===== src/rtl/vm_pkg.sv =====
// Shared coin definitions, FSM state encoding and default parameters
// for the vending machine change dispenser.
package vm_pkg;

  localparam int unsigned NUM_COINS          = 5;
  localparam int unsigned TIMEOUT_DEFAULT    = 1000;
  localparam int unsigned INIT_COUNT_DEFAULT = 20;

  typedef enum logic [2:0] {
    COIN_NICKEL  = 3'd0,
    COIN_DIME    = 3'd1,
    COIN_QUARTER = 3'd2,
    COIN_HALF    = 3'd3,
    COIN_DOLLAR  = 3'd4
  } coin_e;

  typedef enum logic [2:0] {
    ST_IDLE,
    ST_SELECT,
    ST_EJECT,
    ST_FINISH,
    ST_FAULT
  } state_e;

  // Face value in cents; codes 5-7 are invalid and map to zero.
  function automatic logic [11:0] coin_value(input logic [2:0] code);
    logic [11:0] v;
    case (code)
      COIN_NICKEL:  v = 12'd5;
      COIN_DIME:    v = 12'd10;
      COIN_QUARTER: v = 12'd25;
      COIN_HALF:    v = 12'd50;
      COIN_DOLLAR:  v = 12'd100;
      default:      v = 12'd0;
    endcase
    return v;
  endfunction

  function automatic logic is_valid_coin(input logic [2:0] code);
    return code < 3'(NUM_COINS);
  endfunction

endpackage


===== src/rtl/vm_coin_select.sv =====
// Greedy coin selector: largest in-stock coin whose value fits the
// remaining amount.
module vm_coin_select
  import vm_pkg::*;
(
  input  logic [11:0]                remaining,
  input  logic [NUM_COINS-1:0][7:0]  inventory,
  output logic [2:0]                 coin,
  output logic                       found
);

  // Coin values rise with code, so the last eligible code wins.
  always_comb begin
    coin  = '0;
    found = 1'b0;
    for (int unsigned i = 0; i < NUM_COINS; i++) begin
      if ((inventory[i] != '0) && (coin_value(3'(i)) <= remaining)) begin
        coin  = 3'(i);
        found = 1'b1;
      end
    end
  end

endmodule


===== src/rtl/vm_change_dispenser.sv =====
// Change dispenser: pays out a requested amount one coin at a time via a
// handshake with the coin mechanism, tracking per-denomination inventory.
module vm_change_dispenser
  import vm_pkg::*;
#(
  parameter int unsigned INIT_COUNT = INIT_COUNT_DEFAULT,
  parameter int unsigned TIMEOUT    = TIMEOUT_DEFAULT
) (
  input  logic        clk,
  input  logic        reset,
  input  logic        change_valid,
  input  logic [11:0] change_amount,
  input  logic        eject_done,
  input  logic        restock,
  input  logic [2:0]  restock_coin,
  input  logic [7:0]  restock_count,
  output logic        ready,
  output logic        eject_req,
  output logic [2:0]  eject_coin,
  output logic        done,
  output logic [11:0] shortfall,
  output logic        error,
  output logic        fault
);

  localparam int unsigned CW = (TIMEOUT > 1) ? $clog2(TIMEOUT) : 1;

  state_e                     state;
  logic [11:0]                remaining;
  logic [CW-1:0]              tmo_cnt;
  logic [NUM_COINS-1:0][7:0]  inventory;

  logic [2:0]  sel_coin;
  logic        sel_found;
  logic [7:0]  restock_base;
  logic [8:0]  restock_sum;
  logic [7:0]  restock_sat;
  logic        amount_mult5;

  vm_coin_select u_select (
    .remaining (remaining),
    .inventory (inventory),
    .coin      (sel_coin),
    .found     (sel_found)
  );

  always_comb begin
    restock_base = '0;
    for (int unsigned i = 0; i < NUM_COINS; i++) begin
      if (restock_coin == 3'(i)) restock_base = inventory[i];
    end
    restock_sum  = {1'b0, restock_base} + {1'b0, restock_count};
    restock_sat  = restock_sum[8] ? '1 : restock_sum[7:0];
    amount_mult5 = ((change_amount % 12'd5) == 12'd0);
  end

  always_ff @(posedge clk or posedge reset) begin
    if (reset) begin
      state      <= ST_IDLE;
      remaining  <= '0;
      tmo_cnt    <= '0;
      inventory  <= {NUM_COINS{8'(INIT_COUNT)}};
      ready      <= 1'b1;
      eject_req  <= 1'b0;
      eject_coin <= '0;
      done       <= 1'b0;
      shortfall  <= '0;
      error      <= 1'b0;
      fault      <= 1'b0;
    end else begin
      case (state)
        ST_IDLE: begin
          if (change_valid) begin
            remaining <= change_amount;
            error     <= 1'b0;
            shortfall <= '0;
            ready     <= 1'b0;
            if (change_amount == '0) begin
              done  <= 1'b1;
              state <= ST_FINISH;
            end else if (!amount_mult5) begin
              shortfall <= change_amount;
              error     <= 1'b1;
              done      <= 1'b1;
              state     <= ST_FINISH;
            end else begin
              state <= ST_SELECT;
            end
          end else if (restock && is_valid_coin(restock_coin)) begin
            inventory[restock_coin] <= restock_sat;
          end
        end

        ST_SELECT: begin
          if (remaining == '0) begin
            done  <= 1'b1;
            state <= ST_FINISH;
          end else if (sel_found) begin
            eject_coin <= sel_coin;
            eject_req  <= 1'b1;
            tmo_cnt    <= '0;
            state      <= ST_EJECT;
          end else begin
            shortfall <= remaining;
            error     <= 1'b1;
            done      <= 1'b1;
            state     <= ST_FINISH;
          end
        end

        ST_EJECT: begin
          if (eject_done) begin
            inventory[eject_coin] <= inventory[eject_coin] - 8'd1;
            remaining             <= remaining - coin_value(eject_coin);
            eject_req             <= 1'b0;
            state                 <= ST_SELECT;
          end else if (tmo_cnt == CW'(TIMEOUT - 1)) begin
            // Fault lands exactly TIMEOUT cycles after eject_req rose.
            eject_req <= 1'b0;
            fault     <= 1'b1;
            state     <= ST_FAULT;
          end else begin
            tmo_cnt <= tmo_cnt + 1'b1;
          end
        end

        ST_FINISH: begin
          done  <= 1'b0;
          ready <= 1'b1;
          state <= ST_IDLE;
        end

        ST_FAULT: begin
          eject_req <= 1'b0;
          ready     <= 1'b0;
          fault     <= 1'b1;
        end

        default: begin
          state <= ST_IDLE;
          ready <= 1'b1;
        end
      endcase
    end
  end

endmodule


===== config.mk =====
export PLATFORM = sky130hd
export DESIGN_NAME = vm_change_dispenser
export DESIGN_NICKNAME = d
export VERILOG_FILES = /design/src/rtl/vm_pkg.sv /design/src/rtl/vm_coin_select.sv /design/src/rtl/vm_change_dispenser.sv
export SDC_FILE = /design/constraint.sdc
export NUM_CORES = 1
export LEC_CHECK = 0
export BUFFER_PORTS_ARGS = -buffer_cell sky130_fd_sc_hd__buf_4
export CORE_ASPECT_RATIO = 0.7
export CORE_MARGIN = 2
export CORE_UTILIZATION = 60
export CTS_CLUSTER_SIZE = 25
export DETAILED_ROUTE_END_ITERATION = 6
export PLACE_DENSITY_LB_ADDON = 0.1
export REMOVE_ABC_BUFFERS = 1
export SYNTH_ARGS = -nofsm -noshare
export SYNTH_HDL_FRONTEND = slang
export SYNTH_SLANG_ARGS = --single-unit

===== constraint.sdc =====
create_clock -name clk -period 4.3 [get_ports clk]
set_clock_uncertainty 0.1 [all_clocks]
set_input_delay 0.215 -clock clk [delete_from_list [all_inputs] [get_ports clk]]
set_output_delay 0.215 -clock clk [all_outputs]
set_load 0.02 [all_outputs]

# Yosys cells after proc, flatten, opt, wreduce, memory -nomap -nowiden
# Cells that the tools add are included.
# W data, S select, Z words.
dict set report totals {
  ff_bits 85
  in_bits 28
  out_inout_bits 20
  word_cells 168
}
dict set report op_classes {
  add_sub_neg 4
  n_div 1
  n_lt_le_gt_ge 10
  eq_ne 26
  muxes 73
  bitwise_logic 3
  reduce_logical 36
}
# operator n
set op_table {}
lappend op_table {{$mux W40} 3}
lappend op_table {{$mux W12} 9}
lappend op_table {{$bwmux W40} 2}
lappend op_table {{$pmux W40 S2} 1}
lappend op_table {{$mux W8} 9}
lappend op_table {{$demux W8 S3} 2}
lappend op_table {{$pmux W12 S2} 2}
lappend op_table {{$mux W10} 4}
lappend op_table {{$reduce_bool A8 Y1} 5}
lappend op_table {{$logic_not A12 Y1} 3}
lappend op_table {{$pmux W7 S5} 1}
lappend op_table {{$bmux W8 S3} 1}
lappend op_table {{$mux W1} 24}
lappend op_table {{$ne A2 B2 Y1 const B} 10}
lappend op_table {{$pmux W10 S2} 1}
lappend op_table {{$eq A3 B2 Y1 const B} 6}
lappend op_table {{$reduce_and A4 Y1} 4}
lappend op_table {{$le A3 B12 Y1 const A} 1}
lappend op_table {{$le A4 B12 Y1 const A} 1}
lappend op_table {{$le A5 B12 Y1 const A} 1}
lappend op_table {{$le A6 B12 Y1 const A} 1}
lappend op_table {{$le A7 B12 Y1 const A} 1}
lappend op_table {{$mod A12 B3 Y12 const B} 1}
lappend op_table {{$mux W3} 4}
lappend op_table {{other kinds (24)} 56}

# Depth between registers and ports, before layout
dict set report logic_depth {
  ltp_word 12
  mapped_depth 19
  ltp_nobuf 16
}

# Modules after synthesis
# A second synthesis with hierarchy kept.
dict set report hier_totals {
  hier_cells 767
  hier_area_um2 6586.3
}
# mod n_inst cells_per_inst area_each_um2
set by_module_without_submodules {}
lappend by_module_without_submodules {vm_change_dispenser 1 730 6327.3}
lappend by_module_without_submodules {vm_coin_select 1 37 259.0}

# Worst setup path after synthesis
# No wires, ideal clock.
dict set report synth_timing {
  path_type {input to register}
  from {in restock_coin[1]}
  to {reg inventory[16] in the netlist's numbering}
  setup_ps 121
  t_arrival_ps 3418
  required_ps 4079
  path_slack_ps 661
  stages 19
  n_path_buf 3
  cell_sequence {clkbuf_1 > clkbuf_1 > mux2_2 > a22oi_1 > o22ai_1 > ha_1 > fa_1 > a21oi_1 > nor2_1 > nor2_1 > o21bai_1 > a21oi_1 > nor2b_1 > o21ai_0 > nand2b_1 > clkbuf_1 > nor2_1 > o22ai_1 > a22o_1}
}
dict set report synth_between {
  elab_chain_len 12
  elab_cells_between_ends 25
}
# element line
set synth_rtl {}
lappend synth_rtl {{start: declaration} vm_change_dispenser.sv:15} ;# input logic [2:0] restock_coin,
lappend synth_rtl {{$logic_not A3 Y1} vm_change_dispenser.sv:50} ;# if (restock_coin == 3'(i)) restock_base = inventory[i];
lappend synth_rtl {{$mux W8 (5 in a row)} vm_change_dispenser.sv:50}
lappend synth_rtl {{$add A8 B8 Y9} vm_change_dispenser.sv:52} ;# restock_sum = {1'b0, restock_base} + {1'b0, restock_count};
lappend synth_rtl {{$mux W8} vm_change_dispenser.sv:53} ;# restock_sat = restock_sum[8] ? '1 : restock_sum[7:0];
lappend synth_rtl {{$bwmux W40} vm_change_dispenser.sv:90} ;# inventory[restock_coin] <= restock_sat;
lappend synth_rtl {{$mux W40} vm_change_dispenser.sv:89} ;# end else if (restock && is_valid_coin(restock_coin)) begin
lappend synth_rtl {{$mux W40} vm_change_dispenser.sv:73} ;# if (change_valid) begin
lappend synth_rtl {{$pmux W40 S2} vm_change_dispenser.sv:71} ;# case (state)
lappend synth_rtl {{end signal: assignment} vm_change_dispenser.sv:62} ;# inventory <= {NUM_COINS{8'(INIT_COUNT)}};
lappend synth_rtl {{end signal: indexed assignment} vm_change_dispenser.sv:90}
lappend synth_rtl {{end signal: indexed assignment} vm_change_dispenser.sv:113} ;# inventory[eject_coin] <= inventory[eject_coin] - 8'd1;
lappend synth_rtl {{end: declaration} vm_change_dispenser.sv:31} ;# logic [NUM_COINS-1:0][7:0] inventory;
# Several ways; a longest one is shown, not always the timed one. The select of a mux whose other input is x is not followed.
# A chain may end at the register's enable or synchronous reset.

# Worst setup path in the final report
dict set report layout_timing {
  from {reg inventory[24] in the netlist's numbering}
  to {reg inventory[23] in the netlist's numbering}
}
dict set report layout_between {
  elab_chain_len 8
  elab_cells_between_ends 13
}
# element line
set layout_rtl {}
lappend layout_rtl {{$mux W8 (2 in a row)} vm_change_dispenser.sv:50}
lappend layout_rtl {{$add A8 B8 Y9} vm_change_dispenser.sv:52}
lappend layout_rtl {{$mux W8} vm_change_dispenser.sv:53}
lappend layout_rtl {{$bwmux W40} vm_change_dispenser.sv:90}
lappend layout_rtl {{$mux W40} vm_change_dispenser.sv:89}
lappend layout_rtl {{$mux W40} vm_change_dispenser.sv:73}
lappend layout_rtl {{$pmux W40 S2 *} vm_change_dispenser.sv:71}
# Mark *: on every way between the ends. The rest lies on a longest branch, timed or not. The select of a mux whose other input is x is not followed.

==> results by group <==
Run status
  – Status: finished clean

Logic synthesis
  – Post-synthesis cell area: 6400 µm²
  – Synth Flop Type: dfrtp_1
  – Sequential share of the synthesized area: 0.335
  – Synth area leader: dfrtp_1
  – Area contributors post-synth: dfrtp_1, a22o_1, o22ai_1, dfstp_2, nand2_1
  – Synth async-reset ratio: 1.00
  – Post-Synthesis Cells: 757
  – Post-synth cell types: 70
  – Synthesis Warnings: 0
  – Post-Syn Area per Cell: 8.45 µm²
  – Post-synth EDFFs: 0
  – Seq cells post-synth: 85
  – Post-synth top area share: 0.289
  – Most common library cells after synthesis: dfrtp_1, nand2_1, nor2_1

Global route
  – Initial antenna violation count: 0
  – Global route overflow: 0
  – Overall routing resource usage: 0.348
  – First-pass GRT wire length: 31500 µm
  – Vias in the first global route: 5793
  – Largest net degree at the start of global routing: 53

Timing
  – RSZ-0062 raised after global routing: false
  – Peak Freq: 246 MHz
  – Max Transition Viols Final: 0
  – Final setup fails: 0
  – Final period util: 0.946
  – Min Hold Slack: 0.0466 ns
  – Setup TNS: 0 ns
  – Min Tclk post-route: 4.07 ns
  – Endpoints failing hold: 0
  – Relative slew slack: 0.275
  – Setup ws final: 0.234 ns
  – Worst Tran Pin Value: 1.08 ns

Setup path
  – CP endpoint kind: flop
  – CP dominant cell by count: nor2_1
  – CP Data Required Time: 4.44 ns
  – Worst reg-to-reg path cell count: 16
  – Critical-path cell list: mux2_2 > a22oi_1 > o22ai_1 > ha_1 > fa_1 > a21oi_1 > nor2_1 > nor2_1 > o21bai_1 > a21oi_1 > nor2b_1 > o21ai_0 > nand2b_1 > nor2_1 > o22ai_1 > a22o_1
  – CP Class: flop to flop
  – Arrival time at the worst endpoint: 4.21 ns
  – Worst r2r src: inventory[24]$_DFFE_PP0P_
  – Startpoint types: flop
  – Worst Setup SP: inventory[24]$_DFFE_PP0P_
  – Max incr delay on CP: 0.57 ns
  – Crit path max fanout: 8
  – Slowest-stage cell, CP: nor2_1

Power and ir drop
  – P per Cell Area: 789 nW/µm²
  – Static Leak: 3.01 nW
  – PnR Total Power: 5.67 mW
  – Peak supply drop: 0.429 mV

Place
  – PortBufs: 47
  – Dpl cells: 901
  – Worst slack at placement: 0.357 ns
  – Placed instance area: 6840 µm²
  – Routability congestion estimate: 1.02
  – Detail Placement HPWL: 14500 µm

Flow run
  – Max-cap viol count: 0

Worst hold path
  – Hold Path Origin: change_amount[1]
  – Hold Crit Class: input pin to flop
  – Hold Path Depth: 3

CTS
  – H-Tree Depth: 3
  – Clk_lat worst skew: 0.35 ns
  – CTS tree: done
  – Maximum buffer depth of the clock tree: 2
  – Clock sink count: 85
  – Root buffer cell: clkbuf_16
  – CTS Buf Count: 9
  – Clock-pin slew on the worst setup and hold paths: 0.07 ns

Finish
  – Share of layout cells above drive strength 1: 0.150
  – Design area: 7180 µm²
  – Final #Nets: 828
  – Final antenna diode count: 0
  – Layout Cells excl Fill: 918
  – Fillers: 811
  – Layout Utilization: 0.694
  – Area Growth Syn to Fin: 12.3%

Routing
  – DR vias: 6395
  – Post-detailed-route count of antenna-violating nets: 0
  – DR pass1 iterations: 7
  – Post-route DRC violation count: 0
  – DRT iter0 DRCs: 700
  – WL/cell: 21.6 µm
  – Routed vias/inst: 6.97
  – Total Wirelength: 19800 µm

Floorplan
  – Starting density of the core: 0.618
  – Num rows: 31
  – Core area: 10400 µm²
  – DIE AREA: 11500 µm²
  – DIE WIDTH: 127 µm
  – DIE HEIGHT: 90.4 µm
  – Top Ports: 48
==> final cells by class <==
| class | instances | area, µm² | share of cell area |
|---|---|---|---|
| Tap cell | 132 | 165 | 0.0230 |
| Timing Repair Buffer | 65 | 490 | 0.0683 |
| Clock buffer | 10 | 239 | 0.0333 |
| Clock inverter | 6 | 93.8 | 0.0131 |
| Sequential cell | 85 | 2140 | 0.298 |
| Multi-Input combinational cell | 595 | 3960 | 0.551 |
| Inverter | 25 | 95.1 | 0.0132 |
==> power by group <==
part	internal, mW	switching [mW]
logic	1.24	1.88
registers	1.16	0.506
clock network	0.530	0.349
total	2.93	2.74
==> routing by layer <==
metal,routed length (µm),vias to the layer above,global-route usage
li1,-,2898,-
met1,9000,3077,0.539
met2,7870,406,0.455
met3,2850,14,0.142
met4,112,0,0.0568
met5,0,-,0
==> sequential cells by signal (all words and copies together) (netlist names) <==
| signal | flops |
|---|---|
| done | 1 |
| tmo_cnt | 10 |
| shortfall | 12 |
| remaining | 12 |
| eject_req | 1 |
| ready | 1 |
| eject_coin | 3 |
| inventory | 40 |
| error | 1 |
| state | 3 |
| fault | 1 |
==> logic make-up (layout without fill, tap and decap cells) <==
| family | Yosys count | in the layout | synth area share |
|---|---|---|---|
| and+or+nand+nor | 272 | 272 | 0.217 |
| AOI/OAI and AO/OA | 252 | 252 | 0.269 |
| DFF | 85 | 85 | 0.335 |
| buffers and inverters | 77 | 106 | 0.0473 |
| xor gates and xnor gates | 31 | 31 | 0.0424 |
| muxes | 21 | 21 | 0.0503 |
| adders and majority gates | 19 | 19 | 0.0395 |
==> worst paths after layout <==
check                                                 end  slack, ns
worst min-delay path             shortfall[1]$_DFFE_PP0P_       0.05
max in group asynchronous        inventory[4]$_DFFE_PP1P_       2.58
worst max-delay path            inventory[23]$_DFFE_PP0P_       0.23
worst min register to register          ready$_DFFE_PP1P_       0.36
worst max register to register  inventory[23]$_DFFE_PP0P_       0.23
min in group asynchronous          tmo_cnt[9]$_DFFE_PP0P_       0.51
==> what timing repair did <==
item	CTS	global route
endpoints found under the setup margin	0	0
endpoints found under the hold margin	47	0
gates resized for setup	0	0
buffers inserted	0	0
hold buffers	1	0
==> worst max-delay path: cells and delay by family, from the launching register on <==
kind	cells	cell delay (ns)
adder cells (fa/ha/maj)	2	0.64
AO/OA/AOI/OAI	8	1.38
AND/OR/NAND/NOR	5	1.10
multiplexers	1	0.30
flip-flops	1	0.43
==> layout by cell type (no fill, tap or decap), drive strengths merged, types with 10 or more instances in the layout <==
cell | Yosys | routed
o21ai | 43 | 43
nor3 | 14 | 14
nand2 | 74 | 74
o22ai | 52 | 52
dfstp | 11 | 11
ha | 17 | 17
clkbuf | 41 | 10
inv | 25 | 26
nor2 | 59 | 59
nand3 | 27 | 27
nor2b | 15 | 15
nor4 | 14 | 14
a22o | 42 | 42
xor2 | 13 | 13
buf | 11 | 64
xnor2 | 18 | 18
a21oi | 44 | 44
dfrtp | 74 | 74
a22oi | 11 | 11
nand2b | 13 | 13
No activity file was read; power rests on OpenSTA's default activity.
